### config.mk
export PLATFORM = sky130hd
export DESIGN_NAME = ps2_key_buffer_flat
export DESIGN_NICKNAME = d
export VERILOG_FILES = /design/src/rtl/ps2_key_buffer_if.sv /design/src/rtl/ps2_key_buffer.sv /design/src/flat_wrapper.sv
export SDC_FILE = /design/constraint.sdc
export NUM_CORES = 1
export LEC_CHECK = 0
export ABC_AREA = 1
export CAP_MARGIN = 20
export CORE_AREA = 2 2 66 131
export DETAILED_ROUTE_END_ITERATION = 16
export DIE_AREA = 0 0 68 133
export PLACE_DENSITY = 0.74
export RECOVER_POWER = 25
export SLEW_MARGIN = 20
export SYNTH_ARGS = -nofsm -noshare
export SYNTH_HDL_FRONTEND = slang
export SYNTH_SLANG_ARGS = --single-unit
### constraint.sdc
create_clock -name CLK_CPU -period 6.25 [get_ports CLK_CPU]
set_input_delay 0.9375 -clock CLK_CPU [delete_from_list [all_inputs] [get_ports CLK_CPU]]
set_output_delay 0.9375 -clock CLK_CPU [all_outputs]
set_load 0.05 [all_outputs]
### src/rtl/ps2_key_buffer_if.sv
//------------------------------------------------------------------------------
// ps2_key_buffer_if
// Bundles the PS/2 pins, the pop request and the key-buffer status outputs.
//   slave  : the key buffer (samples the pins and the pop request, drives status)
//   master : the environment (drives the pins and the pop request)
// Signals:
//   ps2_clk, ps2_data  raw asynchronous PS/2 pin levels
//   clean_key_buffer   pop request from the memory subsystem (level, may stall)
//   pressed_key        FIFO head scan code, 8'h00 when empty
//   key_valid          FIFO non-empty
//   overflow           sticky, a make code was dropped on a full FIFO
//   frame_error        one-cycle pulse per receive error
// Revision: 1.0 - initial release
//------------------------------------------------------------------------------
`timescale 1ns/1ps
`default_nettype none

interface ps2_key_buffer_if;
   logic       ps2_clk;
   logic       ps2_data;
   logic       clean_key_buffer;
   logic [7:0] pressed_key;
   logic       key_valid;
   logic       overflow;
   logic       frame_error;

   modport slave (
      input  ps2_clk,
      input  ps2_data,
      input  clean_key_buffer,
      output pressed_key,
      output key_valid,
      output overflow,
      output frame_error
   );

   modport master (
      output ps2_clk,
      output ps2_data,
      output clean_key_buffer,
      input  pressed_key,
      input  key_valid,
      input  overflow,
      input  frame_error
   );
endinterface

`default_nettype wire

### src/rtl/ps2_key_buffer.sv
//------------------------------------------------------------------------------
// ps2_key_buffer
// PS/2 keyboard receiver plus make-code FIFO. The raw PS/2 lines are
// synchronized into CLK_CPU, 11-bit frames are deframed on PS/2 clock falling
// edges, release (F0 xx) and extended-prefix (E0) codes are filtered out and
// the remaining make codes are queued. The FIFO head is presented
// combinationally; a rising edge of clean_key_buffer pops one entry.
// Ports:
//   CLK_CPU  CPU clock, all state updates on its rising edge
//   RST_N    asynchronous active-low reset
//   bus      ps2_key_buffer_if.slave (PS/2 pins, pop request, status)
// Parameters:
//   FIFO_DEPTH      queued scan codes (power of two, >= 2)
//   TIMEOUT_CYCLES  idle CLK_CPU cycles before a partial frame is abandoned
// Optional feature macro: PS2_PARITY_CHECK_EN (enforce odd parity)
// Revision: 1.0 - initial release
//------------------------------------------------------------------------------
`timescale 1ns/1ps
`default_nettype none

module ps2_key_buffer #(
   parameter int FIFO_DEPTH     = 8,
   parameter int TIMEOUT_CYCLES = 5000
) (
   input  logic              CLK_CPU,
   input  logic              RST_N,
   ps2_key_buffer_if.slave   bus
);

   localparam int AW = $clog2(FIFO_DEPTH);
   localparam int TW = $clog2(TIMEOUT_CYCLES + 1);

   localparam logic [1:0] c_IDLE   = 2'd0;
   localparam logic [1:0] c_DATA   = 2'd1;
   localparam logic [1:0] c_PARITY = 2'd2;
   localparam logic [1:0] c_STOP   = 2'd3;

   localparam logic [TW-1:0] c_TO_LAST = TW'(TIMEOUT_CYCLES - 1);

   // ---------------------------------------------------------------------
   // Input synchronizers and falling-edge detect
   // ---------------------------------------------------------------------
   logic r_clk_s1, r_clk_s2, r_clk_prev;
   logic r_dat_s1, r_dat_s2;
   logic w_fall;

   always_ff @(posedge CLK_CPU or negedge RST_N) begin
      if (!RST_N) begin
         r_clk_s1   <= 1'b1;
         r_clk_s2   <= 1'b1;
         r_clk_prev <= 1'b1;
         r_dat_s1   <= 1'b1;
         r_dat_s2   <= 1'b1;
      end else begin
         r_clk_s1   <= bus.ps2_clk;
         r_clk_s2   <= r_clk_s1;
         r_clk_prev <= r_clk_s2;
         r_dat_s1   <= bus.ps2_data;
         r_dat_s2   <= r_dat_s1;
      end
   end

   assign w_fall = !r_clk_s2 && r_clk_prev;

   // ---------------------------------------------------------------------
   // Frame receiver
   // ---------------------------------------------------------------------
   logic [1:0]    r_state;
   logic [2:0]    r_bit_cnt;
   logic [7:0]    r_shift;
   logic [TW-1:0] r_to_cnt;
   logic          r_frame_err;
   logic          w_timeout;
   logic          w_frame_ok;
   logic          w_deliver;

`ifdef PS2_PARITY_CHECK_EN
   logic r_parity;
   // Odd parity: data bits plus parity bit must contain an odd number of ones.
   assign w_frame_ok = r_dat_s2 && (^{r_shift, r_parity});
`else
   // Parity bit is consumed by the PARITY state but not inspected.
   assign w_frame_ok = r_dat_s2;
`endif

   // The falling edge itself clears the counter, so it never races a timeout.
   assign w_timeout = (r_state != c_IDLE) && !w_fall && (r_to_cnt == c_TO_LAST);
   assign w_deliver = w_fall && (r_state == c_STOP) && w_frame_ok;

   always_ff @(posedge CLK_CPU or negedge RST_N) begin
      if (!RST_N) begin
         r_state     <= c_IDLE;
         r_bit_cnt   <= 3'd0;
         r_shift     <= 8'h00;
         r_frame_err <= 1'b0;
`ifdef PS2_PARITY_CHECK_EN
         r_parity    <= 1'b0;
`endif
      end else begin
         r_frame_err <= 1'b0;
         if (w_timeout) begin
            r_state     <= c_IDLE;
            r_bit_cnt   <= 3'd0;
            r_frame_err <= 1'b1;
         end else if (w_fall) begin
            case (r_state)
               c_IDLE: begin
                  if (!r_dat_s2) begin
                     r_state   <= c_DATA;
                     r_bit_cnt <= 3'd0;
                  end
               end
               c_DATA: begin
                  // LSB arrives first, so shift in from the top.
                  r_shift   <= {r_dat_s2, r_shift[7:1]};
                  r_bit_cnt <= r_bit_cnt + 3'd1;
                  if (r_bit_cnt == 3'd7) begin
                     r_state <= c_PARITY;
                  end
               end
               c_PARITY: begin
`ifdef PS2_PARITY_CHECK_EN
                  r_parity <= r_dat_s2;
`endif
                  r_state  <= c_STOP;
               end
               c_STOP: begin
                  if (!w_frame_ok) begin
                     r_frame_err <= 1'b1;
                  end
                  r_state   <= c_IDLE;
                  r_bit_cnt <= 3'd0;
               end
               default: begin
                  r_state   <= c_IDLE;
                  r_bit_cnt <= 3'd0;
               end
            endcase
         end
      end
   end

   always_ff @(posedge CLK_CPU or negedge RST_N) begin
      if (!RST_N) begin
         r_to_cnt <= '0;
      end else if ((r_state == c_IDLE) || w_fall || w_timeout) begin
         r_to_cnt <= '0;
      end else begin
         r_to_cnt <= r_to_cnt + 1'b1;
      end
   end

   // ---------------------------------------------------------------------
   // Release / extended-prefix filter
   // ---------------------------------------------------------------------
   logic r_brk;
   logic w_push_req;

   assign w_push_req = w_deliver && (r_shift != 8'hF0) && (r_shift != 8'hE0) && !r_brk;

   always_ff @(posedge CLK_CPU or negedge RST_N) begin
      if (!RST_N) begin
         r_brk <= 1'b0;
      end else if (w_deliver) begin
         if (r_shift == 8'hF0) begin
            r_brk <= 1'b1;
         end else if (r_shift != 8'hE0) begin
            // The byte following F0 is the released key; it ends the break.
            r_brk <= 1'b0;
         end
      end
   end

   // ---------------------------------------------------------------------
   // FIFO
   // ---------------------------------------------------------------------
   logic [7:0]  r_mem [FIFO_DEPTH];
   logic [AW:0] r_wr_ptr, r_rd_ptr;
   logic        r_clean_prev;
   logic        r_overflow;
   logic        w_empty, w_full, w_pop, w_push;

   assign w_empty = (r_wr_ptr == r_rd_ptr);
   assign w_full  = (r_wr_ptr[AW] != r_rd_ptr[AW]) &&
                    (r_wr_ptr[AW-1:0] == r_rd_ptr[AW-1:0]);

   // One pop per assertion of the request, however long it is held.
   assign w_pop  = bus.clean_key_buffer && !r_clean_prev && !w_empty;
   // A same-cycle pop frees the slot the push needs.
   assign w_push = w_push_req && (!w_full || w_pop);

   always_ff @(posedge CLK_CPU or negedge RST_N) begin
      if (!RST_N) begin
         r_wr_ptr     <= '0;
         r_rd_ptr     <= '0;
         r_clean_prev <= 1'b0;
         r_overflow   <= 1'b0;
      end else begin
         r_clean_prev <= bus.clean_key_buffer;
         if (w_push) begin
            r_wr_ptr <= r_wr_ptr + 1'b1;
         end
         if (w_pop) begin
            r_rd_ptr <= r_rd_ptr + 1'b1;
         end
         if (w_push_req && !w_push) begin
            r_overflow <= 1'b1;
         end
      end
   end

   always_ff @(posedge CLK_CPU) begin
      if (w_push) begin
         r_mem[r_wr_ptr[AW-1:0]] <= r_shift;
      end
   end

   assign bus.pressed_key = w_empty ? 8'h00 : r_mem[r_rd_ptr[AW-1:0]];
   assign bus.key_valid   = !w_empty;
   assign bus.overflow    = r_overflow;
   assign bus.frame_error = r_frame_err;

endmodule

`default_nettype wire

### src/flat_wrapper.sv
// flat-port wrapper written by rule: the top's interface ports become plain ports
module ps2_key_buffer_flat 
#(
   parameter int FIFO_DEPTH     = 8,
   parameter int TIMEOUT_CYCLES = 5000
)
  (CLK_CPU, RST_N, bus_ps2_clk, bus_ps2_data, bus_clean_key_buffer, bus_pressed_key, bus_key_valid, bus_overflow, bus_frame_error);
  ps2_key_buffer_if bus_i ();
  input  logic CLK_CPU;
  input  logic RST_N;
  input wire logic [$bits(bus_i.ps2_clk)-1:0] bus_ps2_clk;
  input wire logic [$bits(bus_i.ps2_data)-1:0] bus_ps2_data;
  input wire logic [$bits(bus_i.clean_key_buffer)-1:0] bus_clean_key_buffer;
  output wire logic [$bits(bus_i.pressed_key)-1:0] bus_pressed_key;
  output wire logic [$bits(bus_i.key_valid)-1:0] bus_key_valid;
  output wire logic [$bits(bus_i.overflow)-1:0] bus_overflow;
  output wire logic [$bits(bus_i.frame_error)-1:0] bus_frame_error;
  assign bus_i.ps2_clk = bus_ps2_clk;
  assign bus_i.ps2_data = bus_ps2_data;
  assign bus_i.clean_key_buffer = bus_clean_key_buffer;
  assign bus_pressed_key = bus_i.pressed_key;
  assign bus_key_valid = bus_i.key_valid;
  assign bus_overflow = bus_i.overflow;
  assign bus_frame_error = bus_i.frame_error;
  ps2_key_buffer #(.FIFO_DEPTH(FIFO_DEPTH), .TIMEOUT_CYCLES(TIMEOUT_CYCLES)) u_core (.CLK_CPU(CLK_CPU), .RST_N(RST_N), .bus(bus_i));
endmodule
---- After elaboration in Yosys (flattened, before gate mapping) ----
Memory sizes are Yosys's and may differ from the RTL's.
Cells that the tools add are included.
W data, S select, Z words.
storage, ports and cells
  register bits ........................... 43
  memories kept ........................... 1
  RAM bits ................................ 64
  logic and storage cells ................. 85
  input port bits ......................... 5
operators by class
  equality and inequality tests ........... 13
  add/subtract/negate cells ............... 4
  reductions and logical operators ........ 32
  bitwise gates (word level) .............. 1
  muxes and demuxes ....................... 19
memories
  memory        words  bits a word  read ports  clocked after Yosys merged registers in  wr ports  RTL line               text
  u_core.r_mem  8      8            1           0                                        1         ps2_key_buffer.sv:177  logic [7:0] r_mem [FIFO_DEPTH];
operators by type and width
  kind                     count
  $ne A8 B8 Y1 const B     2
  $add A13 B1 Y13 const B  1
  $eq A13 B13 Y1 const B   1
  $logic_and A1 B1 Y1      13
  $mux W13                 1
  $mux W3                  3
  $pmux W3 S3              1
  $reduce_and A3 Y1        3
  $add A4 B1 Y4 const B    2
  $eq A8 B8 Y1 const B     1
  $mux W1                  8
  $mux W2                  4
  $mux W8                  1
  $pmux W2 S4              1
  $logic_not A1 Y1         7
  $reduce_bool A2 Y1       3
  $eq A2 B2 Y1 const B     2
  $eq A4 B4 Y1             1
  $reduce_bool A4 Y1       1
  $add A3 B1 Y3 const B    1
  $eq A3 B3 Y1             1
  $eq A3 B3 Y1 const B     1
  $logic_or A1 B1 Y1       3
  $ne A3 B1 Y1 const B     1
  other kinds (6)          6

---- Depth between registers and ports, before layout ----
Gate-level depths: netlist of the first run.
  depth in word-level cells ............... 10
  mapped depth ............................ 10
  gate-level depth less buffers ........... 10

---- Worst setup path before layout of the first run ----
OpenSTA, ideal clock, no wires.
  path kind ............................... register -> output
  start ................................... reg u_core.r_rd_ptr[1]
  end ..................................... out bus_pressed_key[0]
  setup slack ............................. 3.361 ns
  arrival ................................. 1.951 ns
  cell stages (with the launch flop) ...... 9
  path buffers ............................ 2
  path through ............................ dfrtp_1 > buf_2 > xnor2_1 > nand2_1 > nor2_2 > nand2_1 > buf_2 > o21ai_0 > nor2_1
on the way
  longest elaborated chain between the ends .. 2
  elaborated cells between the ends (all ways) .. 3
  those cells by class .................... eq/ne: 1; mux: 1; memory: 1
RTL lines
  item                                                  RTL line               text
  from (decl)                                           ps2_key_buffer.sv:178  logic [AW:0] r_wr_ptr, r_rd_ptr;
  from (signal assigned)                                ps2_key_buffer.sv:204  r_rd_ptr <= r_rd_ptr + 1'b1;
  $mem_v2 Z8 W8 / $eq A4 B4 Y1 (equally long branches)  -
  $mux W8 (*)                                           ps2_key_buffer.sv:218  assign bus.pressed_key = w_empty ? 8'h00 : r_mem[r_rd_ptr[AW-1:0]];
  to (decl)                                             flat_wrapper.sv:14     output wire logic [$bits(bus_i.pressed_key)-1:0] bus_pressed_key;
Mark *: on every way between the ends. The rest lies on a longest branch, timed or not.

---- Worst setup path after layout of the first run ----
  start ................................... reg u_core.r_rd_ptr[0]
  end ..................................... out bus_pressed_key[3]
The elaborated chain is that of the path after synthesis.

==> impl_metrics.env, run 1 <==
export IMPL_cts_root_buf="clkbuf_16"
export IMPL_ys_ff_latch=107
export IMPL_drtPass1Iterations=7
export IMPL_final_area_um2=5260
export IMPL_cellLeakagePower_nw=2.18
export IMPL_cts_tree="built"
export IMPL_cpMostUsedCell="o21ai_0"
export IMPL_min_period_ns=4.19
export IMPL_crit_path_cell_trace="buf_4 > inv_1 > o21ai_0 > o21ai_0 > o21ai_0 > nor2_1 > clkdlybuf4s50_1"
export IMPL_layout_nets=485
export IMPL_hp_class="flip-flop to flip-flop"
export IMPL_period_share=0.671
export IMPL_cts_buffers=9
export IMPL_syn_to_final_growth_pct=11.4
export IMPL_postRouteAntennaNets=0
export IMPL_critPathBufInv=3
export IMPL_syn_nets=470
export IMPL_slew_violations=0
export IMPL_cts_max_level=3
export IMPL_final_setup_worst_slack_ns=2.06
export IMPL_start_util=0.582
export IMPL_die_height_um=133
export IMPL_preCtsSetupSlack_ns=2.45
export IMPL_setup_tns_ns=0
export IMPL_worstReg2RegEnd="u_core.r_mem[7][5]"
export IMPL_dpl_cell_area_um2=4950
export IMPL_cp_slowest_cell="clkdlybuf4s50_1"
export IMPL_io_buffers=15
export IMPL_worstPathMaxFanout=25
export IMPL_grt_max_degree=44
export IMPL_num_vias=3113
export IMPL_r2r_start="u_core.r_rd_ptr[0]"
export IMPL_drc_errors=0
export IMPL_core_um2=8120
export IMPL_cts_setup_buffers=0
export IMPL_routabilityCongestion=0.824
export IMPL_cp_startpoint="u_core.r_rd_ptr[0]"
export IMPL_ys_seq_area_frac=0.636
export IMPL_grt_overflow=0
export IMPL_r2r_slack_ns=3.46
export IMPL_place_inst=557
export IMPL_ff2ff_path_depth=7
export IMPL_totalWireLength_mm=8.79
export IMPL_die_width_um=68
export IMPL_layout_common_cells="nand2_1, nor2_1, edfxtp_1"
export IMPL_dpl_hpwl_mm=5.68
export IMPL_worst_setup_path_start_kind="flip-flop"
export IMPL_cp_num_cells=7
export IMPL_finalClockSkew_ns=0.00573
export IMPL_ios=16
export IMPL_rows=47
export IMPL_antenna_found_initial=0
export IMPL_arrival_ns=3.26
export IMPL_worstMarginPinSlew_ns=0.972
export IMPL_rsz0062_at_grt="false"
export IMPL_yosysWarnings=0
export IMPL_critPathRequiredTime_ns=5.31
export IMPL_insertion_delay_ns=0.35
export IMPL_cts_resized_gates=0
export IMPL_ctsLongestPathBuffers=2
export IMPL_setup_viol=0
export IMPL_clock_sinks=107
export IMPL_ir_drop_mv=0.430
export IMPL_path_class="flip-flop to output pin"
export IMPL_critPathTopFamily="buffers and inverters"
export IMPL_antenna_cells=0
export IMPL_drt_iter0_drc=211
export IMPL_cap_violations=0
export IMPL_grt_pass1_wl_mm=14.2
export IMPL_routedWlPerCell_um=15.3
export IMPL_syn_inst=455
export IMPL_final_cells=573
export IMPL_synth_cell_types=31
export IMPL_drive_above_1_share=0.0821
export IMPL_die_area_um2=9040
export IMPL_endpoint="bus_pressed_key[3]"
export IMPL_viasPerCell=5.43
export IMPL_fmax_ghz=0.238
export IMPL_hold_violations=0
export IMPL_p_per_area_nw_per_um2=461
export IMPL_clkTransAtPathRegs_ns=0.07
export IMPL_syn_area_um2=4720
export IMPL_avgSynthCellArea_um2=10.4
export IMPL_grt_pass1_vias=3001
export IMPL_outcome="finished, final reports clean"
export IMPL_grt_usage=0.214
export IMPL_slew_headroom=0.350
export IMPL_critPathCaptureType="output pin"
export IMPL_hold_buffers=0
export IMPL_slowest_delay_ns=0.83
==> final cells by class <==
cell class / instances / area [µm²]
fillers: 644 / 2850
multi-input cells: 301 / 1530
repair buffers: 19 / 175
clock buffers: 9 / 225
flip-flops and latches: 107 / 3010
well taps: 98 / 123
inverters: 32 / 120
clock inverters: 7 / 82.6
==> cell usage after synthesis <==
| cell | count | area [µm²] |
|---|---|---|
| dfrtp_1 | 38 | 951 |
| clkbuf_2 | 1 | 5.00 |
| inv_2 | 1 | 3.75 |
| o21ai_1 | 1 | 5.00 |
| inv_1 | 31 | 116 |
| nand3b_1 | 2 | 15.0 |
| nor2_1 | 82 | 308 |
| or2_2 | 2 | 12.5 |
| a31o_2 | 1 | 8.76 |
| xnor2_1 | 7 | 61.3 |
| nor3_1 | 11 | 55.1 |
| nand3_1 | 19 | 95.1 |
| nand2_2 | 2 | 12.5 |
| o21ai_0 | 44 | 220 |
| clkbuf_1 | 4 | 15.0 |
| dfstp_2 | 5 | 131 |
| nand2_1 | 82 | 308 |
| nor3_4 | 1 | 16.3 |
| mux2i_1 | 8 | 80.1 |
| buf_1 | 1 | 3.75 |
| nor2_4 | 1 | 11.3 |
| a21oi_1 | 5 | 25.0 |
| buf_2 | 9 | 45.0 |
| nor4_1 | 1 | 6.26 |
| nor2_2 | 2 | 12.5 |
| ha_1 | 10 | 125 |
| nor3b_1 | 4 | 30.0 |
| xor2_1 | 5 | 43.8 |
| nand3_2 | 3 | 30.0 |
| edfxtp_1 | 64 | 1920 |
| o22ai_1 | 8 | 50.1 |
==> power breakdown <==
group / total [W] / switching [W] / internal [W]
Combinational: 0.000852 / 0.000559 / 0.000294
Sequential: 0.000999 / 0.000150 / 0.000849
Clock: 0.000574 / 0.000257 / 0.000317
Total: 0.00243 / 0.000965 / 0.00146
==> cells by family (layout without fill, tap and decap cells) <==
| logic type | after synthesis | in the layout | share of synthesized area |
|---|---|---|---|
| AO/OA/AOI/OAI | 59 | 59 | 0.0654 |
| XOR/XNOR | 12 | 12 | 0.0222 |
| adder cells (fa/ha/maj) | 10 | 10 | 0.0265 |
| buffers and inverters | 47 | 67 | 0.0400 |
| flip-flops | 107 | 107 | 0.636 |
| multiplexers | 8 | 8 | 0.0169 |
| AND/OR/NAND/NOR | 212 | 212 | 0.193 |
==> stage by stage <==
stage	util	power, W	hold WS, ns
3_5_place_dp	0.610	0.00187	0.347
2_1_floorplan	-	0.00162	0.345
6_report	0.648	0.00243	0.357
3_3_place_gp	0.610	0.00185	0.347
4_1_cts	0.648	0.00244	0.357
5_1_grt	0.648	0.00257	0.360
==> state kept, by name (all words and copies together), names as in the netlist, 2 cells and up <==
register and cells:
u_core.r_bit_cnt 3, u_core.r_to_cnt 13, u_core.r_wr_ptr 4, u_core.r_state 2
u_core.r_mem 64, u_core.r_shift 8, u_core.r_rd_ptr 4
==> layer usage <==
metal	routed length [µm]	GRT usage	up-vias
li1	-	-	1552
met1	3810	0.282	1497
met2	4610	0.347	60
met3	306	0.0476	4
met4	61	0.0700	0
met5	0	0	-
==> how the worst min path moves through the flow <==
| stage | start | endpoint | slack (ns) | cells past startpoint |
|---|---|---|---|---|
| finish | u_core.r_dat_s1 | u_core.r_dat_s2 | 0.36 | 0 |
| floorplan | u_core.r_clk_s1 | u_core.r_clk_s2 | 0.35 | 0 |
| global placement | u_core.r_dat_s1 | u_core.r_dat_s2 | 0.35 | 0 |
| global route | u_core.r_dat_s1 | u_core.r_dat_s2 | 0.36 | 0 |
| CTS | u_core.r_dat_s1 | u_core.r_dat_s2 | 0.36 | 0 |
| detailed placement | u_core.r_clk_s1 | u_core.r_clk_s2 | 0.35 | 0 |
No activity file was read; power rests on OpenSTA's default activity.
==> inputs of run 2 (changes only) <==
==> constraint.sdc (replaced) <==
create_clock -name CLK_CPU -period 4.1 [get_ports CLK_CPU]
set_input_delay 0.615 -clock CLK_CPU [delete_from_list [all_inputs] [get_ports CLK_CPU]]
set_output_delay 0.615 -clock CLK_CPU [all_outputs]
set_load 0.05 [all_outputs]
==> run 2 against run 1 <==
Design area fell by 0.33%; global-route usage grew 0.36 points; register-to-register slack worse by 1.9 ns; critical endpoint is now bus_pressed_key[6]; largest cell class unchanged.
==> impl_metrics.env, run 2 (synthesis gave the netlist of run 1 again) <==
export IMPL_final_setup_worst_slack_ns=0.548
export IMPL_multi_input_area_um2=1530
export IMPL_routabilityCongestion=0.816
export IMPL_drt_iter0_drc=290
export IMPL_clock_sinks=107
export IMPL_outcome="finished, final reports clean"
export IMPL_ff2ff_path_depth=6
export IMPL_whs_path_depth=0
export IMPL_rsz0062_at_grt="false"
export IMPL_worstPathMaxFanout=25
export IMPL_cts_setup_buffers=0
export IMPL_io_buffers=15
export IMPL_die_area_um2=9040
export IMPL_cts_tree="built"
export IMPL_whs_endpoint="u_core.r_dat_s2"
export IMPL_setup_viol=0
export IMPL_postRouteAntennaNets=0
export IMPL_cp_startpoint="u_core.r_rd_ptr[0]"
export IMPL_nFillCells=651
export IMPL_cts_max_level=3
export IMPL_arrival_ns=2.94
export IMPL_die_height_um=133
export IMPL_cts_buffers=9
export IMPL_clkTransAtPathRegs_ns=0.07
export IMPL_final_util=0.646
export IMPL_worstReg2RegEnd="u_core.r_mem[4][5]"
export IMPL_r2r_start="u_core.r_clk_prev"
export IMPL_critPathCaptureType="output pin"
export IMPL_cts_root_buf="clkbuf_16"
export IMPL_min_period_ns=3.55
export IMPL_hold_buffers=0
export IMPL_drive_above_1_share=0.0797
export IMPL_dpl_hpwl_mm=5.57
export IMPL_cap_violations=0
export IMPL_antenna_cells=0
export IMPL_ios=16
export IMPL_grt_overflow=0
export IMPL_drtPass1Iterations=5
export IMPL_drc_errors=0
export IMPL_finalClockSkew_ns=0.00624
export IMPL_layout_common_cells="nand2_1, nor2_1, edfxtp_1"
export IMPL_slew_headroom=0.349
export IMPL_period_share=0.866
export IMPL_p_total_w=0.00364
export IMPL_routedWlPerCell_um=15.4
export IMPL_cellLeakagePower_nw=2.16
export IMPL_hold_violations=0
export IMPL_min_from="u_core.r_dat_s1"
export IMPL_worst_setup_path_start_kind="flip-flop"
export IMPL_grt_pass1_vias=2959
export IMPL_core_um2=8120
export IMPL_die_width_um=68
export IMPL_grt_usage=0.218
export IMPL_cts_resized_gates=0
export IMPL_grt_pass1_wl_mm=14.5
export IMPL_start_util=0.582
export IMPL_fmax_ghz=0.282
export IMPL_largest_reg_flops=64
export IMPL_syn_to_final_growth_pct=11.0
export IMPL_totalWireLength_mm=8.84
export IMPL_r2r_slack_ns=1.56
export IMPL_layout_nets=487
export IMPL_rows=47
export IMPL_ctsLongestPathBuffers=2
export IMPL_regArea_um2=3000
export IMPL_ir_drop_mv=0.453
export IMPL_num_vias=3125
export IMPL_preCtsSetupSlack_ns=0.949
export IMPL_antenna_found_initial=0
export IMPL_timing_hold_ws_ns=0.356
export IMPL_critPathRequiredTime_ns=3.48
export IMPL_insertion_delay_ns=0.35
export IMPL_path_class="flip-flop to output pin"
export IMPL_grt_max_degree=44
export IMPL_p_per_area_nw_per_um2=694
export IMPL_setup_tns_ns=0
export IMPL_worstMarginPinSlew_ns=0.972
export IMPL_hp_class="flip-flop to flip-flop"
export IMPL_viasPerCell=5.43
export IMPL_slew_violations=0
[run 2: final cells by class]
cell class              instances  area share
repair buffers                 21      0.0363
multi-input cells             301       0.292
clock inverters                 6     0.00906
flip-flops and latches        107       0.573
clock buffers                  10      0.0437
inverters                      32      0.0229
well taps                      98      0.0234
[run 2: how the worst max path moves through the flow]
stage | depth (start not counted) | to | slack (ns)
3_3_place_gp | 6 | bus_pressed_key[2] | 1.02
2_1_floorplan | 8 | bus_pressed_key[0] | 1.53
6_report | 6 | bus_pressed_key[6] | 0.55
4_1_cts | 6 | bus_pressed_key[6] | 0.54
3_5_place_dp | 6 | bus_pressed_key[3] | 0.95
5_1_grt | 6 | bus_pressed_key[4] | 0.38
[run 2: power breakdown]
part	total, W	internal (W)	switching (W)
Sequential	0.00147	0.00130	0.000177
Clock	0.000801	0.000419	0.000382
Combinational	0.00137	0.000450	0.000916
[run 2: critical path, cell delays in order (launching register included)]
cell and delay (ns):
dfrtp_1 0.53, inv_1 0.64, o21ai_0 0.20, o21ai_0 0.12
o21ai_0 0.12, nor2_1 0.15, clkdlybuf4s50_1 0.82
[run 2: per-layer routing]
metal	GRT usage	vias up	routed length, µm
met5	0	-	0
met4	0.0933	0	244
met3	0.0408	16	387
met2	0.335	81	4390
met1	0.300	1470	3810
li1	-	1558	-
[run 2: stage by stage]
stage          cells  instance area (µm²)
3_3_place_gp     559                 4970
5_1_grt          575                 5250
6_report         575                 5250
2_1_floorplan    455                 4720
3_5_place_dp     559                 4970
4_1_cts          575                 5250
